===== config.mk =====
export PLATFORM = sky130hd
export DESIGN_NAME = stream_mux_n
export DESIGN_NICKNAME = d
export VERILOG_FILES = /design/src/rtl/stream_mux_pkg.sv /design/src/rtl/stream_reg.sv /design/src/rtl/stream_mux_n.sv
export SDC_FILE = /design/constraint.sdc
export NUM_CORES = 1
export LEC_CHECK = 0
export CAP_MARGIN = 15
export CELL_PAD_IN_SITES_DETAIL_PLACEMENT = 0
export CELL_PAD_IN_SITES_GLOBAL_PLACEMENT = 1
export CORE_MARGIN = 10
export CORE_UTILIZATION = 26
export DETAILED_ROUTE_END_ITERATION = 8
export GPL_ROUTABILITY_DRIVEN = 0
export MAX_ROUTING_LAYER = met4
export PLACE_DENSITY_LB_ADDON = 0.1
export SLEW_MARGIN = 10
export SYNTH_ARGS = -nofsm -noshare
export SYNTH_HDL_FRONTEND = slang
export SYNTH_SLANG_ARGS = --single-unit
export TNS_END_PERCENT = 50

===== constraint.sdc =====
create_clock -name clk -period 4 [get_ports clk]
set_input_delay 0.6 -clock clk [delete_from_list [all_inputs] [get_ports clk]]
set_output_delay 0.6 -clock clk [all_outputs]
set_load 0.005 [all_outputs]

===== src/rtl/stream_mux_pkg.sv =====
// Shared types and helpers for the packet-atomic N:1 stream multiplexer.
// The slice helper works on a bus padded to the widest legal configuration.
package stream_mux_pkg;

    typedef enum logic {
        IDLE = 1'b0,
        LOCK = 1'b1
    } state_t;

    localparam int MAX_CH  = 16;
    localparam int MAX_W   = 64;
    localparam int MAX_BUS = MAX_CH * MAX_W;

    // Returns channel idx of a bus of width-bit lanes, LSB-aligned; the caller truncates.
    function automatic logic [MAX_W-1:0] slice_at(
        input logic [MAX_BUS-1:0] bus,
        input int unsigned        idx,
        input int unsigned        width
    );
        logic [MAX_BUS-1:0] shifted;
        shifted = bus >> (idx * width);
        return shifted[MAX_W-1:0];
    endfunction

endpackage


===== src/rtl/stream_reg.sv =====
// Single-stage valid/ready register slice carrying data plus an end-of-packet flag.
// Accepts a new beat whenever the slot is empty or being drained this cycle.
module stream_reg #(
    parameter int WIDTH = 8
) (
    input  logic             clk,
    input  logic             rst,
    input  logic [WIDTH-1:0] in_data,
    input  logic             in_valid,
    input  logic             in_last,
    output logic             in_ready,
    output logic [WIDTH-1:0] out_data,
    output logic             out_valid,
    output logic             out_last,
    input  logic             out_ready
);

    assign in_ready = !out_valid || out_ready;

    always_ff @(posedge clk) begin
        if (rst) begin
            // NOTE: payload registers are reset too so the output bus is known after reset,
            // even though out_valid alone qualifies it.
            out_valid <= 1'b0;
            out_last  <= 1'b0;
            out_data  <= '0;
        end else if (in_valid && in_ready) begin
            out_valid <= 1'b1;
            out_last  <= in_last;
            out_data  <= in_data;
        end else if (out_ready) begin
            out_valid <= 1'b0;
        end
    end

endmodule


===== src/rtl/stream_mux_n.sv =====
// N-to-1 stream multiplexer that locks onto one channel for a whole packet.
// Selection happens only in IDLE, costing one bubble cycle per packet.
module stream_mux_n
    import stream_mux_pkg::*;
#(
    parameter int N_CH  = 4,
    parameter int WIDTH = 8,
    parameter int SEL_W = $clog2(N_CH)
) (
    input  logic                  clk,
    input  logic                  rst,
    input  logic [SEL_W-1:0]      sel,
    input  logic [N_CH*WIDTH-1:0] in_data,
    input  logic [N_CH-1:0]       in_valid,
    input  logic [N_CH-1:0]       in_last,
    output logic [N_CH-1:0]       in_ready,
    output logic [WIDTH-1:0]      out_data,
    output logic                  out_valid,
    output logic                  out_last,
    input  logic                  out_ready,
    output logic                  busy,
    output logic [SEL_W-1:0]      cur_sel
);

    state_t             state;
    logic [SEL_W-1:0]   cur_sel_q;
    logic               sel_ok;
    logic               lock_valid;
    logic               reg_ready;
    logic               xfer;
    logic [WIDTH-1:0]   sel_data;
    logic [MAX_BUS-1:0] bus_ext;

    // Out-of-range selects exist only when N_CH is not a power of two.
    assign sel_ok     = int'(sel) < N_CH;
    assign lock_valid = (state == LOCK) && in_valid[cur_sel_q];
    assign xfer       = lock_valid && reg_ready && !rst;

    always_comb begin
        bus_ext                   = '0;
        bus_ext[N_CH*WIDTH-1:0]   = in_data;
    end

    assign sel_data = WIDTH'(slice_at(bus_ext, int'(cur_sel_q), WIDTH));

    always_comb begin
        // NOTE: every bit gets a default before the conditional write, so no latch is inferred.
        in_ready = '0;
        if (state == LOCK && !rst) begin
            in_ready[cur_sel_q] = reg_ready;
        end
    end

    always_ff @(posedge clk) begin
        // NOTE: sequential state uses non-blocking assignments so all flops update together.
        if (rst) begin
            state     <= IDLE;
            cur_sel_q <= '0;
        end else begin
            case (state)
                IDLE: begin
                    if (sel_ok && in_valid[sel]) begin
                        cur_sel_q <= sel;
                        state     <= LOCK;
                    end
                end
                LOCK: begin
                    if (xfer && in_last[cur_sel_q]) begin
                        state <= IDLE;
                    end
                end
                default: state <= IDLE;
            endcase
        end
    end

    assign busy    = (state == LOCK);
    assign cur_sel = cur_sel_q;

    stream_reg #(
        .WIDTH(WIDTH)
    ) u_out_reg (
        .clk      (clk),
        .rst      (rst),
        .in_data  (sel_data),
        .in_valid (lock_valid),
        .in_last  (in_last[cur_sel_q]),
        .in_ready (reg_ready),
        .out_data (out_data),
        .out_valid(out_valid),
        .out_last (out_last),
        .out_ready(out_ready)
    );

endmodule


## After elaboration in Yosys (flattened, before gate mapping)

Cells that the tools add are included.

| storage, ports and cells | value |
|---|---|
| register bits | 13 |
| output and inout bits | 17 |
| logic and storage cells | 36 |

| operators by class | value |
|---|---|
| $lt $le $gt $ge | 3 |
| shifts and indexed selects | 1 |
| muxes and demuxes | 14 |
| bitwise logic cells | 2 |
| reductions and logical operators | 11 |

Operators with widths:

| kind | count |
|---|---|
| right shift 32 x 5 -> 8 bit | 1 |
| two-way mux 1 bit | 8 |
| binary-select mux 1 bit (select 2 bit) | 3 |
| logical AND 1 bit | 6 |
| less-than comparator 2 x 3 -> 1 bit, second input constant | 2 |
| bitwise AND 4 bit | 1 |
| two-way mux 4 bit | 1 |
| demux 1 bit (select 2 bit) | 1 |
| greater-or-equal comparator 2 x 1 -> 1 bit, second input constant | 1 |
| zero test 1 bit | 2 |
| case mux 1 bit (2 select lines) | 1 |
| AND reduction 2 bit | 1 |
| nonzero test 2 bit | 1 |
| logical OR 1 bit | 1 |
| NOT 1 bit | 1 |

## Logic depth before layout (Yosys ltp)

Gate-level depths: netlist of run 1.

| depth | value |
|---|---|
| depth after elaboration | 8 |
| depth in mapped cells | 5 |
| depth with buffers taken out | 3 |

## By module

A second synthesis of run 1 with hierarchy kept.

| second synthesis, totals | value |
|---|---|
| cell total of the unflattened synthesis | 77 |
| area total of the unflattened synthesis | 943.4 µm² |

By module, submodules not included:

| module | instances | cells an instance | area an instance (µm²) | sequential area each (µm²) |
|---|---|---|---|---|
| stream_mux_n | 1 | 32 | 473.0 | 60.1 |
| stream_reg | 1 | 45 | 470.5 | 200.2 |

## Worst setup path after synthesis of run 1

OpenSTA, ideal clock, no wires.

| path | value |
|---|---|
| path type | in2out |
| start point | input port out_ready |
| end point | output port in_ready[0] |
| data arrival time | 1.337 ns |
| required time | 3.400 ns |
| slack | 2.063 ns |
| stages | 4 |
| cell sequence | nand2b_1 -> clkbuf_1 -> nand3_1 -> nor3_1 |

| on the way | value |
|---|---|
| cells in the longest elaborated chain, start to end | 3 |

RTL lines:

| element | RTL line | RTL |
|---|---|---|
| start: declaration | stream_mux_n.sv:20 | `input logic out_ready,` |
| logical OR 1 bit | stream_reg.sv:18 | `assign in_ready = !out_valid \|\| out_ready;` |
| bitwise AND 4 bit (no source line) | -- |  |
| two-way mux 4 bit | stream_mux_n.sv:49 | `if (state == LOCK && !rst) begin` |
| end: declaration | stream_mux_n.sv:16 | `output logic [N_CH-1:0] in_ready,` |

No other way between the ends.

## Final worst setup path of run 1

| path | value |
|---|---|
| start point | input port rst |
| end point | output port in_ready[3] |

| on the way | value |
|---|---|
| cells in the longest elaborated chain, start to end | 3 |

RTL lines:

| element | RTL line | RTL |
|---|---|---|
| start: declaration | stream_mux_n.sv:11 | `input logic rst,` |
| zero test 1 bit | stream_mux_n.sv:49 |  |
| logical AND 1 bit | stream_mux_n.sv:49 |  |
| two-way mux 4 bit | stream_mux_n.sv:49 |  |

No other way between the ends.

==> flow_metrics.py, run 1 <==
metrics = {
    "run_status": {
        "status": "finished clean",
    },
    "detailed_routing": {
        "wl_um": 2980,
        "drtAntennaViolNets": 0,
        "firstDrtPassIters": 4,
        "routedWlPerCell_um": 15.3,
        "drt_iter0_drc": 53,
        "vias": 904,
        "via_per_inst": 4.66,
        "drcViolationCount": 0,
    },
    "timing": {
        "fin_skew_ns": 0.000683,
        "period_share_pct": 76.5,
        "final-setup-viol-count": 0,
        "rsz0062_at_grt": "false",
        "timing.fmax_mhz": 327,
        "period_needed_ns": 3.06,
        "final-hold-violation-count": 0,
        "max_slew_margin_pct": 50.7,
        "worstMarginPinSlew_ns": 0.739,
        "setup_tns_ns": 0,
        "final_max_slew_viol_count": 0,
    },
    "logic_synthesis": {
        "ys_seq_area_share_pct": 29.0,
        "synth-seq-cells": 13,
        "synth_xor_area_share_pct": 0,
        "synth.mux.area_fraction_pct": 30.3,
        "synthCells": 91,
        "avgSynthCellArea_um2": 9.86,
        "synthSimpleGateAreaFrac_pct": 13.5,
        "yosys_warnings": 0,
        "synth-adder-area-share_pct": 0,
        "syn-cell-area_um2": 897,
        "synth_nets": 136,
        "synth_compound_area_share_pct": 16.2,
        "synth_top_family_by_area": "multiplexers",
        "ys_types": 22,
    },
    "worst_setup_path": {
        "slowest_stage": "clkdlybuf4s50_1",
        "start_kind": "input pin",
        "reg2reg_depth": 3,
        "cp-end-kind": "output pin",
        "path_depth": 5,
        "slowest_delay_ns": 0.60,
        "arrival_ns": 2.46,
        "path_class": "input pin to output pin",
        "cp_max_fo": 11,
        "critPathBufInv": 3,
        "cp.required_ns": 3.40,
        "crit_family": "buffers and inverters",
        "path_common_cell": "clkdlybuf4s50_1",
        "path_cells": "clkdlybuf4s50_1, inv_1, nand3_1, nor3_1, clkdlybuf4s50_1",
    },
    "die": {
        "start_util_pct": 26.9,
        "die_y_um": 78.7,
        "design.core.area_um2": 3340,
        "boundaryPins": 62,
        "fp.dieW_um": 78.7,
        "rows": 21,
        "die-area_um2": 6200,
    },
    "power": {
        "p_total_uw": 368,
        "ir_worst_vdd_mv": 0.0651,
        "p_leak_nw": 0.512,
        "power-per-cell-area_nw_per_um2": 238,
    },
    "finish": {
        "instances_no_fill": 194,
        "design_area_um2": 1550,
        "diodes": 0,
        "fin_nets": 194,
        "area_growth_pct": 72.2,
        "mostFrequentLayoutCells": "61 x clkdlybuf4s50_1, 13 x dfxtp_1, 12 x inv_1",
        "final_common_cell": "clkdlybuf4s50_1",
        "fill_cells": 339,
        "utilization_pct": 46.3,
        "drive_gt1_share_pct": 10.1,
    },
    "placed_design": {
        "place_inst": 190,
        "dp_hpwl_um": 2450,
        "placed_area_um2": 1520,
        "portBuffers": 61,
    },
    "min_path": {
        "min_path_type": "register to register",
        "hold_depth": 3,
    },
    "clock_network": {
        "ctsHtreeMaxLevel": 1,
        "postCtsSetupBuffers": 0,
        "cts_tree": "done",
        "cts.sinks": 13,
        "post_cts_resized": 0,
        "clock_path_buffers": 2,
        "root_buffer": "clkbuf_4",
        "cts.reportedPaths.clkPinSlew_ns": 0.08,
        "numCtsBuffers": 3,
        "clock_latency_ns": 0.26,
        "hold_buffers": 0,
    },
    "global_route": {
        "antenna_found_initial": 0,
        "overflow": 0,
        "grt_pass1_wl_um": 4880,
        "grt_max_degree": 23,
        "grtUsageTotal_pct": 9.92,
        "grt_pass1_vias": 993,
    },
    "run": {
        "cap_violations": 0,
    },
}
worst paths after layout:
kind,slack [ns],startpoint,to
max,0.94,rst,in_ready[3]
max reg2reg,1.88,cur_sel[0],u_out_reg.out_last
min,0.53,u_out_reg.out_data[2],u_out_reg.out_data[2]
min reg2reg,0.53,u_out_reg.out_data[2],u_out_reg.out_data[2]
synthesized netlist by cell type, drive strengths merged:
cell type,count,area [µm²]
o221a,1,11.3
a31o,8,70.1
mux2i,2,20.0
a21oi,9,48.8
mux4,11,252
a311o,1,10.0
nor2b,1,6.26
buf,5,38.8
nor3,4,20.0
nand2,9,33.8
dfxtp,13,260
o21ai,1,5.00
clkbuf,4,15.0
nand2b,1,6.26
nand3,1,5.00
nand4,8,50.1
inv,12,45.0
report_power, final:
| group | leakage (nW) | switching, mW | internal (mW) |
|---|---|---|---|
| clock network | 0.0150 | 0.0406 | 0.0385 |
| registers | 0.106 | 0.0183 | 0.139 |
| logic | 0.390 | 0.0409 | 0.0905 |
| total | 0.512 | 0.0998 | 0.268 |
registers in the layout (all words and copies together) (netlist names):
| register | cells |
|---|---|
| u_out_reg.out_valid | 1 |
| cur_sel | 2 |
| u_out_reg.out_data | 8 |
| busy | 1 |
| u_out_reg.out_last | 1 |
final cells by class:
type	instances	area [µm²]	area share [%]
Sequential cell	13	260	16.8
Inverter	12	45.0	2.91
Timing Repair Buffer	62	618	40.0
Clock buffer	4	26.3	1.70
Multi-Input combinational cell	57	538	34.8
Tap cell	46	57.6	3.72
cells by family after synthesis:
group / count (synthesis)
AND/OR/NAND/NOR: 24
buffers and inverters: 21
AO/OA/AOI/OAI: 20
multiplexers: 13
flip-flops: 13
tightest hold or removal path, cell delays in order (launching register included):
cell and delay, ns:
dfxtp_1 0.31, inv_1 0.04, a31o_1 0.08, a21oi_1 0.05
through the flow:
stage          hold WS [ns]  worst slack, ns
2_1_floorplan         0.528             2.06
3_3_place_gp          0.525             1.01
3_5_place_dp          0.523            0.958
4_1_cts               0.536            0.933
5_1_grt               0.577            0.751
6_report              0.531            0.939
metal layers:
layer	routed length (µm)	vias up	global-route usage [%]	share of wire (%)
met4	19	0	2.69	0.64
met2	1410	31	14.6	48
met3	193	2	3.49	6.5
met1	1350	413	12.5	45
met5	0	-	-	0
li1	-	458	-	-
No activity file was read; power rests on OpenSTA's default activity.
==> run 2, diff against run 1 <==
--- a/config.mk
+++ b/config.mk
@@ -9,7 +9,7 @@
 export CELL_PAD_IN_SITES_DETAIL_PLACEMENT = 0
 export CELL_PAD_IN_SITES_GLOBAL_PLACEMENT = 1
 export CORE_MARGIN = 10
-export CORE_UTILIZATION = 26
+export CORE_UTILIZATION = 22
 export DETAILED_ROUTE_END_ITERATION = 8
 export GPL_ROUTABILITY_DRIVEN = 0
 export MAX_ROUTING_LAYER = met4
==> constraint.sdc (replaced) <==
create_clock -name clk -period 2.48 [get_ports clk]
set_input_delay 0.372 -clock clk [delete_from_list [all_inputs] [get_ports clk]]
set_output_delay 0.372 -clock clk [all_outputs]
set_load 0.005 [all_outputs]
==> run 2 against run 1 <==
  * Wire length up 8.2%
  * Hold slack worse by 0.0024 ns
  * Largest power group is now combinational logic
  * Register-to-register slack got worse by 1.0 ns
  * Sequential cell count is the same
  * Worst setup slack got worse by 0.71 ns
==> flow_metrics.py, run 2 (synthesized netlist as in run 1, its figures left out) <==
metrics = {
    "detailed_routing": {
        "routedWlPerCell_um": 15.9,
        "drtAntennaViolNets": 0,
        "vias": 941,
        "wl_um": 3220,
        "drt_iter0_drc": 60,
        "firstDrtPassIters": 4,
        "drcViolationCount": 0,
        "via_per_inst": 4.66,
    },
    "global_route": {
        "grt_pass1_wl_um": 5340,
        "grt_use_met1_pct": 11.5,
        "grt_max_degree": 22,
        "met3_usage_pct": 3.42,
        "top_usage_layer": "met2",
        "antenna_found_initial": 0,
        "grtUsageTotal_pct": 9.35,
        "grt_pass1_vias": 1080,
        "met2_usage_pct": 14.4,
        "overflow": 0,
    },
    "clock_network": {
        "postCtsSetupBuffers": 0,
        "numCtsBuffers": 3,
        "cts.sinks": 13,
        "clock_path_buffers": 2,
        "cts.reportedPaths.clkPinSlew_ns": 0.05,
        "clock_latency_ns": 0.24,
        "root_buffer": "clkbuf_8",
        "hold_buffers": 0,
        "ctsHtreeMaxLevel": 1,
        "cts_tree": "done",
    },
    "worst_setup_path": {
        "cp.required_ns": 2.11,
        "start_kind": "input pin",
        "arrival_ns": 1.88,
        "cp_max_fo": 6,
        "cp-end-kind": "output pin",
        "path_class": "input pin to output pin",
    },
    "placed_design": {
        "portBuffers": 61,
        "dp_hpwl_um": 2660,
        "place_ws_ns": 0.113,
    },
    "timing": {
        "period_share_pct": 90.8,
        "final_max_slew_viol_count": 0,
        "rsz0062_at_grt": "false",
        "worstMarginPinSlew_ns": 0.347,
        "period_needed_ns": 2.25,
        "fin_skew_ns": 0.000758,
        "fin_ws_ns": 0.228,
        "final-setup-viol-count": 0,
        "timing.fmax_mhz": 444,
        "hold_ws_ns": 0.529,
        "final-hold-violation-count": 0,
        "setup_tns_ns": 0,
        "max_slew_margin_pct": 76.9,
    },
    "power": {
        "p_int_uw": 491,
        "pwr-share-comb_pct": 36.8,
        "power_frac_seq_pct": 35.1,
        "power-per-cell-area_nw_per_um2": 414,
        "switchingPower_uw": 174,
        "p_leak_nw": 0.541,
        "swShare_pct": 26.1,
        "ir_worst_vdd_mv": 0.217,
        "clockPowerShare_pct": 28.1,
    },
    "finish": {
        "register_area_um2": 260,
        "mostFrequentLayoutCells": "61 x clkdlybuf4s50_1, 13 x dfxtp_1, 12 x inv_1",
        "final_common_cell": "clkdlybuf4s50_1",
        "fin_nets": 198,
        "largest-register": "u_out_reg.out_data",
        "diodes": 0,
        "largest_reg_flops": 8,
        "area_growth_pct": 78.8,
        "multi_input_area_um2": 543,
        "drive_gt1_share_pct": 13.2,
        "fill_cells": 398,
    },
    "die": {
        "fp.dieW_um": 83.9,
        "die-area_um2": 7030,
        "design.core.area_um2": 3970,
        "die_y_um": 83.9,
        "start_util_pct": 22.6,
        "boundaryPins": 62,
        "rows": 23,
    },
    "min_path": {
        "min_path_type": "register to register",
    },
    "run": {
        "cap_violations": 0,
    },
    "run_status": {
        "status": "finished clean",
    },
}
[run 2: cell types whose count changed in the layout (fill, tap and decap cells not counted)]
cell and change:
buf_4 +4, clkbuf_4 -3, clkbuf_8 +3, nand3_1 -1, nand3_2 +1
[run 2: path summary, 6_finish.rpt]
check	to	slack, ns	cells after the start	from
max	in_ready[2]	0.23	5	out_ready
min	u_out_reg.out_data[2]	0.53	3	u_out_reg.out_data[2]
max reg2reg	u_out_reg.out_last	0.86	3	cur_sel[0]
min reg2reg	u_out_reg.out_data[2]	0.53	3	u_out_reg.out_data[2]
[run 2: worst max-delay path, stage by stage]
cell and delay, ns:
clkdlybuf4s50_1 0.45, nand2b_1 0.16, nand3_2 0.16, nor3_1 0.19, clkdlybuf4s50_1 0.55
[run 2: timing repair]
| action | CTS | global route |
|---|---|---|
| endpoints found under the setup margin | 0 | 2 |
| endpoints found under the hold margin | 0 | 0 |
| resized for setup | 0 | 1 |
[run 2: layer usage]
layer | wire [µm] | part of all wire, %
met2 | 1540 | 48
met4 | 26 | 0.81
met5 | 0 | 0
met1 | 1460 | 45
met3 | 190 | 5.9
[run 2: power groups by stage]
stage	Sequential, mW	Combinational (mW)	Clock [mW]
after floorplan	0.241	0.119	0
after detailed placement	0.238	0.248	0
after global routing	0.236	0.268	0.205
after global placement	0.237	0.246	0
after CTS	0.234	0.249	0.193
final	0.233	0.245	0.187
[run 2: cell type report]
type	instances	share of cell area, %
clock buffer	4	2.81
inverter	12	2.81
multi-input combinational	57	33.9
sequential	13	16.2
tap	50	3.90
timing repair buffer	66	40.4
[run 2: per-stage QoR]
step	area, µm²	utilization [%]	std cells	power (mW)
after detailed placement	1550	39.1	198	0.486
final	1600	40.4	202	0.665
after CTS	1600	40.3	202	0.675
after floorplan	897	-	91	0.360
after global routing	1600	40.4	202	0.709
after global placement	1550	39.1	198	0.483
